## config.mk

```make
export PLATFORM = sky130hd
export DESIGN_NAME = rc4_phase_sequencer
export DESIGN_NICKNAME = d
export VERILOG_FILES = /design/src/rtl/rc4_pkg.sv /design/src/rtl/s_mem_mux.sv /design/src/rtl/rc4_phase_sequencer.sv
export SDC_FILE = /design/constraint.sdc
export NUM_CORES = 1
export LEC_CHECK = 0
export ABC_AREA = 1
export BUFFER_PORTS_ARGS = -buffer_cell sky130_fd_sc_hd__buf_4
export CAP_MARGIN = 10
export CORE_ASPECT_RATIO = 1.75
export CORE_MARGIN = 1
export CORE_UTILIZATION = 45
export CTS_CLUSTER_DIAMETER = 50
export CTS_CLUSTER_SIZE = 20
export DETAILED_ROUTE_END_ITERATION = 12
export HOLD_SLACK_MARGIN = 0.15
export PLACE_DENSITY_LB_ADDON = 0.15
export SLEW_MARGIN = 20
export SYNTH_ARGS = -nofsm -noshare
export SYNTH_HDL_FRONTEND = slang
export SYNTH_HIERARCHICAL = 1
export SYNTH_SLANG_ARGS = --single-unit
```

## constraint.sdc

```tcl
create_clock -name clk -period 2.5 [get_ports clk]
set_input_delay 0.25 -clock clk [delete_from_list [all_inputs] [get_ports clk]]
set_output_delay 0.25 -clock clk [all_outputs]
set_load 0.01 [all_outputs]
```

## src/rtl/rc4_pkg.sv

```systemverilog
// Shared types for the RC4 phase sequencer: controller state encoding and S-RAM owner select.
package rc4_pkg;

    localparam int unsigned KEY_WIDTH_DEFAULT = 24;

    typedef logic [3:0] state_t;

    localparam state_t StIdle     = 4'd0;
    localparam state_t StInitGo   = 4'd1;
    localparam state_t StInitWait = 4'd2;
    localparam state_t StShufGo   = 4'd3;
    localparam state_t StShufWait = 4'd4;
    localparam state_t StDecGo    = 4'd5;
    localparam state_t StDecWait  = 4'd6;
    localparam state_t StNextKey  = 4'd7;
    localparam state_t StDoneOk   = 4'd8;
    localparam state_t StDoneFail = 4'd9;

    typedef enum logic [1:0] {
        OWN_NONE,
        OWN_INIT,
        OWN_SHUF,
        OWN_DEC
    } owner_t;

endpackage

```

## src/rtl/s_mem_mux.sv

```systemverilog
// Combinational S-RAM port select: forwards only the owning client's address, data and write
// enable; with no owner the port is idle.
module s_mem_mux
    import rc4_pkg::*;
#(
    parameter int unsigned ADDR_WIDTH = 8,
    parameter int unsigned DATA_WIDTH = 8
) (
    input  owner_t                owner,
    input  logic [ADDR_WIDTH-1:0] init_addr,
    input  logic [DATA_WIDTH-1:0] init_data,
    input  logic                  init_wren,
    input  logic [ADDR_WIDTH-1:0] shuf_addr,
    input  logic [DATA_WIDTH-1:0] shuf_data,
    input  logic                  shuf_wren,
    input  logic [ADDR_WIDTH-1:0] dec_addr,
    input  logic [DATA_WIDTH-1:0] dec_data,
    input  logic                  dec_wren,
    output logic [ADDR_WIDTH-1:0] s_addr,
    output logic [DATA_WIDTH-1:0] s_data,
    output logic                  s_wren
);

    always_comb begin
        s_addr = '0;
        s_data = '0;
        s_wren = 1'b0;
        unique case (owner)
            OWN_INIT: begin
                s_addr = init_addr;
                s_data = init_data;
                s_wren = init_wren;
            end
            OWN_SHUF: begin
                s_addr = shuf_addr;
                s_data = shuf_data;
                s_wren = shuf_wren;
            end
            OWN_DEC: begin
                s_addr = dec_addr;
                s_data = dec_data;
                s_wren = dec_wren;
            end
            OWN_NONE: ;
        endcase
    end

endmodule

```

## src/rtl/rc4_phase_sequencer.sv

```systemverilog
// RC4 top controller: sequences init-fill, KSA shuffle and PRGA decrypt, owns the S-RAM grant
// and the secret key, and in crack mode walks the key upward until a decrypt succeeds.
module rc4_phase_sequencer
    import rc4_pkg::*;
#(
    parameter int unsigned          KEY_WIDTH  = KEY_WIDTH_DEFAULT,
    parameter logic [KEY_WIDTH-1:0] KEY_MAX    = KEY_WIDTH'(24'h3FFFFF),
    parameter int unsigned          ADDR_WIDTH = 8,
    parameter int unsigned          DATA_WIDTH = 8
) (
    input  logic                  clk,
    input  logic                  reset,
    input  logic                  start,
    input  logic                  crack_en,
    input  logic [KEY_WIDTH-1:0]  key_in,
    output logic                  init_start,
    input  logic                  init_done,
    output logic                  shuf_start,
    input  logic                  shuf_done,
    output logic                  dec_start,
    input  logic                  dec_done,
    input  logic                  dec_ok,
    input  logic [ADDR_WIDTH-1:0] init_addr,
    input  logic [DATA_WIDTH-1:0] init_data,
    input  logic                  init_wren,
    input  logic [ADDR_WIDTH-1:0] shuf_addr,
    input  logic [DATA_WIDTH-1:0] shuf_data,
    input  logic                  shuf_wren,
    input  logic [ADDR_WIDTH-1:0] dec_addr,
    input  logic [DATA_WIDTH-1:0] dec_data,
    input  logic                  dec_wren,
    output logic [ADDR_WIDTH-1:0] s_addr,
    output logic [DATA_WIDTH-1:0] s_data,
    output logic                  s_wren,
    output logic [KEY_WIDTH-1:0]  secret_key,
    output logic                  busy,
    output logic                  done,
    output logic                  key_found,
    output logic                  key_exhausted
);

    state_t               state_q, state_d;
    owner_t               owner_q, owner_d;
    logic [KEY_WIDTH-1:0] key_q, key_d;
    logic                 crack_q, crack_d;

    always_comb begin
        state_d = state_q;
        owner_d = owner_q;
        key_d   = key_q;
        crack_d = crack_q;
        case (state_q)
            StIdle, StDoneOk, StDoneFail: begin
                if (start) begin
                    key_d   = key_in;
                    crack_d = crack_en;
                    state_d = StInitGo;
                    owner_d = OWN_INIT;
                end
            end
            StInitGo:   state_d = StInitWait;
            StInitWait: begin
                if (init_done) begin
                    state_d = StShufGo;
                    owner_d = OWN_SHUF;
                end
            end
            StShufGo:   state_d = StShufWait;
            StShufWait: begin
                if (shuf_done) begin
                    state_d = StDecGo;
                    owner_d = OWN_DEC;
                end
            end
            StDecGo:    state_d = StDecWait;
            StDecWait: begin
                if (dec_done) begin
                    if (dec_ok) begin
                        state_d = StDoneOk;
                        owner_d = OWN_NONE;
                    end else if (crack_q && (key_q < KEY_MAX)) begin
                        // Decrypt keeps the port until the next init-fill claims it.
                        state_d = StNextKey;
                    end else begin
                        state_d = StDoneFail;
                        owner_d = OWN_NONE;
                    end
                end
            end
            StNextKey: begin
                key_d   = key_q + KEY_WIDTH'(1);
                state_d = StInitGo;
                owner_d = OWN_INIT;
            end
            default: begin
                state_d = StIdle;
                owner_d = OWN_NONE;
            end
        endcase
    end

    always_ff @(posedge clk) begin
        if (reset) begin
            state_q <= StIdle;
            owner_q <= OWN_NONE;
            key_q   <= '0;
            crack_q <= 1'b0;
        end else begin
            state_q <= state_d;
            owner_q <= owner_d;
            key_q   <= key_d;
            crack_q <= crack_d;
        end
    end

    always_comb begin
        init_start    = (state_q == StInitGo);
        shuf_start    = (state_q == StShufGo);
        dec_start     = (state_q == StDecGo);
        busy          = (state_q >= StInitGo) && (state_q <= StNextKey);
        key_found     = (state_q == StDoneOk);
        key_exhausted = (state_q == StDoneFail);
        done          = key_found || key_exhausted;
        secret_key    = key_q;
    end

    s_mem_mux #(
        .ADDR_WIDTH(ADDR_WIDTH),
        .DATA_WIDTH(DATA_WIDTH)
    ) u_s_mem_mux (
        .owner    (owner_q),
        .init_addr(init_addr),
        .init_data(init_data),
        .init_wren(init_wren),
        .shuf_addr(shuf_addr),
        .shuf_data(shuf_data),
        .shuf_wren(shuf_wren),
        .dec_addr (dec_addr),
        .dec_data (dec_data),
        .dec_wren (dec_wren),
        .s_addr   (s_addr),
        .s_data   (s_data),
        .s_wren   (s_wren)
    );

endmodule
```

==> results of run 1 <==
[layout make-up]
cell class	instances	area (um^2)	share of cell area [%]
clock buffers	7	76.3	1.99
clock inverters	1	5.00	0.130
inverters	54	220	5.74
multi-input cells	330	1820	47.3
flip-flops and latches	31	621	16.2
well taps	80	100	2.61
repair buffers	133	998	26.0
[power by group through the flow]
| stage | Combinational (mW) | Clock [mW] | Sequential, mW |
|---|---|---|---|
| 2_1_floorplan | 1.40 | 0 | 0.773 |
| 3_3_place_gp | 1.91 | 0 | 0.791 |
| 3_5_place_dp | 1.94 | 0 | 0.793 |
| 4_1_cts | 1.95 | 0.399 | 0.785 |
| 5_1_grt | 2.17 | 0.415 | 0.809 |
| 6_report | 1.94 | 0.389 | 0.787 |
[synth_stat cells (3+ instances only)]
library cell | number | share of area [%]
dfxtp_1 | 31 | 22
a21oi_2 | 8 | 2.5
buf_2 | 3 | 0.53
buf_6 | 10 | 4.0
nand4_1 | 6 | 1.3
nor2_2 | 3 | 0.66
nand3_2 | 35 | 12
nand3b_1 | 4 | 1.1
buf_4 | 3 | 0.79
nor2_1 | 55 | 7.3
a31oi_1 | 5 | 1.1
nand2_1 | 86 | 11
o211ai_1 | 4 | 1.1
a21oi_1 | 12 | 2.1
xor2_1 | 3 | 0.92
inv_1 | 44 | 5.8
inv_2 | 6 | 0.79
a211oi_1 | 3 | 0.79
nor3_1 | 8 | 1.4
o21ai_0 | 14 | 2.5
nand3_1 | 67 | 12
o21ai_1 | 4 | 0.70
[metal layers]
metal  share of wire [%]  track usage [%]  vias up
li1                    -                -     1676
met1                  35             24.9     1534
met2                  55             49.1      122
met3                 5.9             5.07       30
met4                 4.3             17.1        0
met5                   0                0        -
[stage by stage]
step / setup slack [ns] / util (%) / power [mW] / cells / instance area, um^2
finish: 0.589 / 62.5 / 3.11 / 636 / 3840
global route: 0.408 / 62.5 / 3.39 / 636 / 3840
CTS: 0.600 / 62.5 / 3.13 / 636 / 3840
detailed placement: 0.615 / 61.2 / 2.74 / 628 / 3750
global placement: 0.693 / 61.2 / 2.70 / 628 / 3750
floorplan: 0.883 / - / 2.17 / 435 / 2840
[worst max path at each step]
stage / slack, ns / cells after the start / startpoint / to
floorplan: 0.88 / 10 / secret_key[0] / secret_key[22]
global placement: 0.69 / 7 / state_q[0] / secret_key[10]
detailed placement: 0.61 / 7 / state_q[0] / secret_key[8]
CTS: 0.60 / 7 / state_q[0] / secret_key[8]
global route: 0.41 / 7 / state_q[0] / secret_key[8]
finish: 0.59 / 7 / state_q[0] / secret_key[8]
[registers in the layout, summed over array words and instances, names as in the netlist]
register and flops:
crack_q 1, owner_q 2, secret_key 24, state_q 4
[worst min-delay path: cells and delay by family]
kind | cells | cell delay [ns]
AND/OR/NAND/NOR | 1 | 0.05
AO/OA/AOI/OAI | 1 | 0.07
buffers and inverters | 1 | 0.11
[logic make-up after synthesis]
kind of cell	after synthesis
simple gates	273
compound gates	53
fa+ha+maj	1
buf+inv	74
flops	31
xor+xnor	3
==> results.yml, run 1 <==
setup_path:
  path_max_fanout: 32
  crit_slowest_cell: "dfxtp_1"
  cp_cell_sequence: "nand2_1 > nor2_8 > inv_2 > nor2_1 > nand2_1 > o21ai_0 > a211oi_1"
  critPathKind: "reg2reg"
  r2r-start: "state_q[0]"
  crit_buf_inv: 1
  setup.worst_path.end_class: "flip-flop"
  timing.rr.end: "secret_key[8]"
  reg2reg_depth: 7
  cp_top_family: "simple AND/OR/NAND/NOR gates"
  crit_arrival_ns: 2.08
  startpoint_type: "flip-flop"
  path_common_cell: "nand2_1"
  ff2ff_setup_slack_ns: 0.59
  required_ns: 2.67
  slowest_delay_ns: 0.49
hold_path:
  hold_class: "in2reg"
  whs_path_depth: 3
  min-delay-start: "key_in[1]"
  worstHoldEndpoint: "secret_key[1]"
floorplan:
  core_area_mm2: 0.00613
  dieArea_mm2: 0.00665
  rows: 38
  ios: 131
  die_w_um: 62.1
  initial_utilization_pct: 46.4
  dieHeight_um: 107
layout:
  antenna_cells: 0
  final_cell_mix: "buf_4 (133), nand2_1 (86), nand3_1 (67)"
  nNetsFinal: 639
  final_common_cell: "buf_4"
  drive_gt1_share_pct: 37.1
  syn_to_final_growth_pct: 34.9
  n_fill_cell: 617
synthesis:
  synthArstFlopShare_pct: 0
  yosys_register_bits: 31
  synth-edff-count: 0
  synth_compound_area_share_pct: 11.6
  synth_top_family_by_area: "simple AND/OR/NAND/NOR gates"
  synth_fa_ha_area_share_pct: 0.440
  synth-main-ff-cell: "dfxtp_1"
  ys_warn_count: 6
  syn-num-nets: 519
  netlist_area_mm2: 0.00284
  synth-xor-area-share_pct: 0.924
  avgSynthCellArea_um2: 6.54
  ys_types: 36
  yosysSeqAreaShare_pct: 21.8
  synthSimpleGateAreaFrac_pct: 50.9
  synth_cells: 435
  muxShareOfSynthArea_pct: 0
clock_network:
  root_buffer: "clkbuf_8"
  cts.sinks: 31
  clk_path_buf_depth: 2
  numCtsBuffers: 5
  cts_tree: "built"
  h-tree-depth: 2
  hold_buffers: 0
  ctsResizeCount: 0
  cts_setup_buffers: 0
  clk_pin_slew_worst_paths_ns: 0.07
  clk_latency_ns: 0.29
sta:
  hold_viol: 0
  finClkSkew_ns: 0.00874
  fmax_mhz: 523
  worstMarginPinSlew_ns: 0.483
  holdWs_ns: 0.237
  setup_viol: 0
  finalCritPeriodShare_pct: 76.4
  slew_headroom_pct: 67.8
  timing.final.crit_period_ns: 1.91
  fin_tns_setup_ns: 0
  drv_slew: 0
  rsz0062_at_grt: "no"
global_routing:
  antenna_found_initial: 0
  grt_max_degree: 36
  grt_pass1_wl_um: 13500
  grt-ovfl-total: 0
  grt_pass1_vias: 3182
  grt_usage_pct: 26.8
place:
  routabilityCongestion: 0.921
  port_buffers: 130
  dp_hpwl_um: 6620
flow_run:
  drv_cap: 0
route:
  route.detailed.drc: 0
  firstDrtPassIters: 4
  via_count: 3362
  viasPerCell: 5.29
  wl_per_cell_um: 13.4
  drt_iter0_markers: 144
  drtAntennaViolNets: 0
  routed_wl_um: 8500
run_status:
  outcome: "finished, final reports clean"
pwr:
  powerDensity_mw_per_mm2: 812
  p_leak_nw: 1.76
  p_clk_share_pct: 12.5
  ir_worst_vdd_mv: 0.473
  swShare_pct: 48.0
  p_comb_share_pct: 62.2
  internal_power_mw: 1.62
  p_switching_mw: 1.50
  pwr-share-seq_pct: 25.3
No activity file was read; power rests on OpenSTA's default activity.
==> run 2: changes to the inputs <==
Settings changed: CORE_UTILIZATION 45 to 43.
Clock period 2.5 ns to 1.66 ns, I/O delays scaled along.
==> results.yml, run 2 (same netlist as run 1, synthesis figures left out) <==
layout:
  drive_gt1_share_pct: 45.5
  nNetsFinal: 679
  final_cell_mix: "buf_4 (168), nand2_1 (82), nand3_1 (66)"
  stdcell_area_mm2: 0.00431
  syn_to_final_growth_pct: 51.6
  final_common_cell: "buf_4"
  largest_reg_flops: 24
  antenna_cells: 0
global_routing:
  grt_pass1_vias: 3357
  grt_max_degree: 36
  grt_usage_pct: 26.4
  grt-ovfl-total: 0
  antenna_found_initial: 0
  grt_pass1_wl_um: 14700
clock_network:
  clk_pin_slew_worst_paths_ns: 0.07
  h-tree-depth: 2
  cts_tree: "built"
  cts.sinks: 31
  clk_latency_ns: 0.29
  clk_path_buf_depth: 2
  numCtsBuffers: 5
  root_buffer: "clkbuf_8"
sta:
  rsz0062_at_grt: "yes"
  hold_viol: 0
  drv_slew: 0
  setup_viol: 0
  timing.final.crit_period_ns: 1.61
  fmax_mhz: 621
  worstMarginPinSlew_ns: 0.394
  finalCritPeriodShare_pct: 97.1
  slew_headroom_pct: 73.5
  finClkSkew_ns: 0.00585
  fin_tns_setup_ns: 0
  setup_ws_ns: 0.0489
route:
  via_count: 3570
  dr_wl_met2_um: 5200
  drt_iter0_markers: 191
  drtAntennaViolNets: 0
  wl_met1_um: 3280
  viasPerCell: 5.28
  firstDrtPassIters: 5
  routed_wl_um: 9360
  route.detailed.drc: 0
  top_layer_used: "met4"
  wl_per_cell_um: 13.8
  wl_met3_um: 522
floorplan:
  dieArea_mm2: 0.00696
  ios: 131
  core_area_mm2: 0.00628
  rows: 38
  initial_utilization_pct: 45.3
  die_w_um: 63.5
  dieHeight_um: 110
setup_path:
  crit_start: "secret_key[20]"
  path_max_fanout: 5
  timing.rr.end: "state_q[1]"
  endpoint: "state_q[1]"
  startpoint_type: "flip-flop"
  reg2reg_depth: 10
  required_ns: 1.83
  r2r-start: "secret_key[20]"
  setup.worst_path.end_class: "flip-flop"
  ff2ff_setup_slack_ns: 0.05
  critPathKind: "reg2reg"
  crit_arrival_ns: 1.78
place:
  pre_cts_ws_ns: -0.00728
  place_area_mm2: 0.00396
  dp_hpwl_um: 7060
  port_buffers: 130
  routabilityCongestion: 0.972
pwr:
  ir_worst_vdd_mv: 0.705
  powerDensity_mw_per_mm2: 1230
  p_leak_nw: 2.04
hold_path:
  hold_class: "in2reg"
run_status:
  outcome: "finished, final reports clean"
flow_run:
  drv_cap: 0
==> run 2: changes by cell type in the layout (fill, tap and decap cells not counted), sizes merged <==
cell,before,now
buf,133,171
bufinv,0,1
clkbuf,7,6
dlygate4sd3,0,2
==> run 2: area by class of cell <==
class / instances / area, um^2
clock inverter: 2 / 35.0
clock buffer: 6 / 82.6
inverter: 54 / 220
multi-input combinational: 330 / 1910
sequential: 31 / 633
timing repair buffer: 173 / 1330
fill: 585 / 1960
tap: 80 / 100
==> run 2: power by group <==
part | leakage [nW] | switching (mW) | internal, mW
clock network | 0.0612 | 0.305 | 0.486
registers | 0.259 | 0.230 | 0.944
logic | 1.72 | 1.86 | 1.49
==> run 2: worst max-delay path, stage by stage, from the launching register on <==
cell and delay [ns]:
dfxtp_1 0.42, nand2_1 0.12, nor2_1 0.16, inv_1 0.07
nor2_1 0.19, nand3_2 0.14, nand3_4 0.12, buf_4 0.11
nand3_1 0.05, nand2_1 0.06, a21oi_1 0.05
==> run 2: through the flow <==
stage / cells / utilization (%) / hold WS, ns / power, mW
2_1_floorplan: 435 / - / 0.325 / 3.27
3_3_place_gp: 653 / 63.0 / 0.439 / 4.29
3_5_place_dp: 653 / 63.0 / 0.438 / 4.34
4_1_cts: 664 / 65.4 / 0.163 / 5.14
5_1_grt: 676 / 68.7 / 0.166 / 5.68
6_report: 676 / 68.7 / 0.151 / 5.32
==> run 2: what timing repair did <==
action,CTS,global route
endpoints found under the setup margin,2,24
hold buffers,2,0
buffers inserted,1,12
hold endpoints to repair,2,0
pin swaps,1,9
resized for setup,2,32
==> run 2: how the worst min path moves through the flow <==
stage / cells after the start / endpoint / start / slack, ns
floorplan: 2 / secret_key[1] / key_in[1] / 0.32
global placement: 3 / crack_q / crack_en / 0.44
detailed placement: 3 / crack_q / crack_en / 0.44
CTS: 3 / secret_key[12] / key_in[12] / 0.16
global route: 3 / secret_key[1] / key_in[1] / 0.17
finish: 3 / secret_key[0] / key_in[0] / 0.15
==> run 2: per-layer routing <==
| metal | track usage, % | vias up |
|---|---|---|
| met3 | 3.32 | 32 |
| met5 | 0 | - |
| met4 | 16.4 | 0 |
| met2 | 52.1 | 149 |
| li1 | - | 1754 |
| met1 | 25.2 | 1635 |
